### src/rtl/fetch_queue_pkg.sv
// fetch_queue_pkg: shared fetch entry type and default queue depth
package fetch_queue_pkg;

    localparam int FETCH_QUEUE_DEPTH = 4;

    typedef struct packed {
        logic [31:0] pc;
        logic [31:0] instr;
    } fetch_entry_t;

endpackage

### src/rtl/fetch_queue_storage.sv
// fetch_queue_storage: DEPTH-entry register file, one sync write port, one async read port, no reset
module fetch_queue_storage
    import fetch_queue_pkg::*;
#(
    parameter int DEPTH = FETCH_QUEUE_DEPTH,
    localparam int AW = $clog2(DEPTH)
) (
    input  logic         clk,
    input  logic         we,
    input  logic [AW-1:0] waddr,
    input  fetch_entry_t wdata,
    input  logic [AW-1:0] raddr,
    output fetch_entry_t rdata
);

    fetch_entry_t mem_q [DEPTH];

    // write the addressed entry on a qualified push
    always_ff @(posedge clk) begin
        if (we) mem_q[waddr] <= wdata;
    end

    assign rdata = mem_q[raddr];

endmodule

### src/rtl/fetch_queue.sv
// fetch_queue: in-order fetch-to-decode buffer with valid/ready handshake and flush.
// Optional same-cycle bypass on an empty queue when FETCH_QUEUE_BYPASS_EN is defined.
module fetch_queue
    import fetch_queue_pkg::*;
#(
    parameter int DEPTH = FETCH_QUEUE_DEPTH,
    localparam int AW = $clog2(DEPTH),
    localparam int CW = AW + 1
) (
    input  logic          clk,
    input  logic          reset,
    input  logic          flush,
    input  logic          in_valid,
    input  logic [31:0]   in_pc,
    input  logic [31:0]   in_instr,
    output logic          in_ready,
    output logic          out_valid,
    output logic [31:0]   out_pc,
    output logic [31:0]   out_instr,
    input  logic          out_ready,
    output logic [CW-1:0] count
);

    logic [AW-1:0] wptr_q, wptr_d, rptr_q, rptr_d;
    logic [CW-1:0] count_q, count_d;
    logic          full, empty, byp, push, pop, store;
    fetch_entry_t  rdata;

    // handshake decode; in_ready deliberately ignores out_ready
    always_comb begin
        full      = count_q == CW'(DEPTH);
        empty     = count_q == '0;
        in_ready  = !flush && !full;
`ifdef FETCH_QUEUE_BYPASS_EN
        byp       = empty && in_valid && !flush;
`else
        byp       = 1'b0;
`endif
        out_valid = !flush && (!empty || byp);
        out_pc    = byp ? in_pc : rdata.pc;
        out_instr = byp ? in_instr : rdata.instr;
        push      = in_valid && in_ready;
        pop       = out_valid && out_ready && !empty;
        store     = push && !(byp && out_ready);
    end

    // next pointers and occupancy; flush overrides any push or pop
    always_comb begin
        wptr_d  = wptr_q + AW'(store);
        rptr_d  = rptr_q + AW'(pop);
        count_d = count_q + CW'(store) - CW'(pop);
        if (flush) begin
            wptr_d  = '0;
            rptr_d  = '0;
            count_d = '0;
        end
    end

    // pointer and occupancy registers
    always_ff @(posedge clk or posedge reset) begin
        if (reset) begin
            wptr_q  <= '0;
            rptr_q  <= '0;
            count_q <= '0;
        end else begin
            wptr_q  <= wptr_d;
            rptr_q  <= rptr_d;
            count_q <= count_d;
        end
    end

    assign count = count_q;

    fetch_queue_storage #(.DEPTH(DEPTH)) u_storage (
        .clk   (clk),
        .we    (store),
        .waddr (wptr_q),
        .wdata ('{pc: in_pc, instr: in_instr}),
        .raddr (rptr_q),
        .rdata (rdata)
    );

endmodule

### config.mk
export PLATFORM = sky130hd
export DESIGN_NAME = fetch_queue
export DESIGN_NICKNAME = d
export VERILOG_FILES = /design/src/rtl/fetch_queue_pkg.sv /design/src/rtl/fetch_queue_storage.sv /design/src/rtl/fetch_queue.sv
export SDC_FILE = /design/constraint.sdc
export NUM_CORES = 1
export LEC_CHECK = 0
export ABC_AREA = 1
export CAP_MARGIN = 20
export CORE_MARGIN = 2
export CORE_UTILIZATION = 39
export CTS_CLUSTER_DIAMETER = 150
export DETAILED_ROUTE_END_ITERATION = 10
export SETUP_SLACK_MARGIN = 0.02
export SYNTH_ARGS = -nofsm -noshare
export SYNTH_HDL_FRONTEND = slang
export SYNTH_SLANG_ARGS = --single-unit
### constraint.sdc
create_clock -name clk -period 4.16 [get_ports clk]
set_input_delay 1.248 -clock clk [delete_from_list [all_inputs] [get_ports clk]]
set_output_delay 1.248 -clock clk [all_outputs]
set_load 0.005 [all_outputs]
==> results.yml <==
status:
  outcome: "complete, but fails checks"
  failed_checks: "DRC"
clock_network:
  cts_tree: "yes"
  h-tree-depth: 1
  clock_sinks: 263
  post_cts_buffers: 0
  cts_hold_buf: 0
  clockRootBuffer: "clkbuf_16"
  cts_buffers: 27
  insertion_delay_ps: 510
  clk_pin_slew_ps: 60
  ctsResizeCount: 0
  clock_path_buffers: 3
floorplanning:
  core_mm2: 0.0261
  fp.dieH_um: 167
  io_pins: 138
  start_util_pct: 39.8
  die_x_um: 167
  die-area_mm2: 0.0280
  fp-row-count: 59
logic_synthesis:
  syn_area_mm2: 0.0104
  synth.avg_cell_area_um2: 13.0
  synth_nets: 875
  synth-seq-cells: 263
  yosysSeqAreaShare_pct: 75.5
  ys_types: 18
  synth_cells: 801
  yosysWarnings: 0
global_routing:
  grt_max_degree: 81
  grt_pass1_vias: 5770
  track_usage_pct: 13.4
  overflow: 0
  antenna_found_initial: 0
  grt_pass1_wl_mm: 29.9
placement:
  hpwl_mm: 11.0
  placed_cell_area_mm2: 0.0122
  routabilityCongestion: 0.716
  io_buffers: 137
timing:
  hold_viol: 0
  fin_crit_ps: 3840
  tightest_slew_ps: 585
  rsz0062_at_grt: "false"
  tns_ps: 0
  drv_slew: 0
  finClkSkew_ps: 8.91
  slew_headroom_pct: 61.0
  period_share_pct: 92.4
  fmax_ghz: 0.260
  finalSetupViolations: 0
drt:
  drc_errors: 6
  vias: 6114
  drt_iter0_drc: 379
  routed_via_density: 4.71
  wl_per_cell_um: 14.6
  postRouteAntennaNets: 0
  postRouteWirelength_mm: 19.0
  first_pass_iters: 7
worst_setup_path:
  critPathArrivalTime_ps: 2600
  ff2ff_setup_slack_ps: 2080
  crit_path_start_kind: "input port"
  required_ps: 2910
  crit_fanout: 7
  endpoint_kind: "primary output"
  path_class: "in2out"
cells_and_area:
  drive_gt1_share_pct: 6.23
  num_antenna_cells: 0
  fillers: 2245
  syn2layout_area_growth_pct: 25.4
  final_nets: 1018
  post-route-cell-area_mm2: 0.0131
job:
  max-cap-violations: 0
pwr:
  leakagePower_uw: 0.00475
  p_per_area_mw_per_mm2: 508
  irDropWorstVdd_mv: 0.290
  total_power_uw: 6640
hold_path:
  hold_class: "reg2reg"
-- synthesized netlist by cell type --
master / number / share of area (%)
edfxtp_1: 256 / 74
inv_1: 143 / 5.2
nand2_1: 136 / 4.9
a21oi_1: 66 / 3.2
o211ai_1: 64 / 4.6
o21ai_0: 51 / 2.5
buf_2: 33 / 1.6
o21ai_1: 14 / 0.67
nor2_1: 11 / 0.40
dfrtp_1: 7 / 1.7
buf_4: 6 / 0.43
ha_1: 4 / 0.48
nand3_1: 4 / 0.19
clkbuf_1: 2 / 0.072
a31oi_1: 1 / 0.060
buf_1: 1 / 0.036
fa_1: 1 / 0.19
xnor2_1: 1 / 0.084
-- sequential cells by signal, indices dropped and copies added, names as in the netlist --
| name | cells |
|---|---|
| u_storage.mem_q | 256 |
| count | 3 |
| rptr_q | 2 |
| wptr_q | 2 |
-- power by group --
part,switching [µW],leakage [µW],internal [µW]
sequential,67.9,0.00241,3060
combinational,603,0.00192,628
clock,902,0.000414,1380
total,1570,0.00475,5070
-- cells in the final DEF, fill, tap and decap left out --
master	synthesis	final
a21oi_1	66	66
a31oi_1	1	1
buf_12	0	4
buf_4	6	15
bufinv_16	0	2
clkbuf_1	2	10
clkbuf_16	0	27
clkbuf_8	0	4
clkdlybuf4s50_1	0	137
clkinv_1	0	3
clkinv_2	0	2
dfrtp_1	7	5
dfrtp_4	0	2
edfxtp_1	256	256
fa_1	1	1
ha_1	4	4
inv_1	143	143
nand2_1	136	136
nand3_1	4	4
nor2_1	11	7
nor2_4	0	4
o211ai_1	64	64
o21ai_0	51	51
o21ai_1	14	14
xnor2_1	1	1
-- kinds of logic after synthesis --
logic type	Yosys count	synth area share, %
compound gates	196	11.0
xor+xnor	1	0.0841
fa+ha+maj	5	0.673
buf+inv	185	7.28
flops	263	75.5
simple gates	151	5.49
-- worst max-delay path: stages --
cell             delay, ps
clkdlybuf4s50_1        540
inv_1                  170
nand2_1                 80
inv_1                   60
clkdlybuf4s50_1        500
-- final cells by class --
class,instances,area (µm²),area share (%)
sequential,263,7870,60.2
multi-input combinational,353,1820,14.0
timing repair buffer,156,1560,12.0
clock buffer,41,768,5.88
inverter,143,537,4.11
tap,335,419,3.21
clock inverter,7,81.3,0.623
-- per-layer routing --
metal / GRT usage (%) / vias up / wire [µm]
met3: 3.57 / 25 / 1230
met1: 17.4 / 2898 / 8310
met2: 22.8 / 128 / 9140
li1: - / 3063 / -
met5: 0 / - / 0
met4: 3.29 / 0 / 301
-- stage by stage --
stage	setup slack (ps)	instances	util, %	hold slack (ps)
after CTS	323	1298	50.0	544
after detailed placement	329	1250	46.7	536
after global routing	249	1298	50.0	573
after floorplan	-535	801	-	479
after global placement	350	1250	46.7	534
final	315	1298	50.0	540
-- worst paths after layout --
path	startpoint	endpoint	cells after the start
worst min register to register	wptr_q[1]	wptr_q[1]	1
worst max register to register	count[1]	count[2]	12
min in group asynchronous	reset	count[2]	2
max in group asynchronous	reset	rptr_q[0]	2
worst min-delay path	wptr_q[1]	wptr_q[1]	1
worst max-delay path	flush	out_valid	5
No activity file was read; power rests on OpenSTA's default activity.
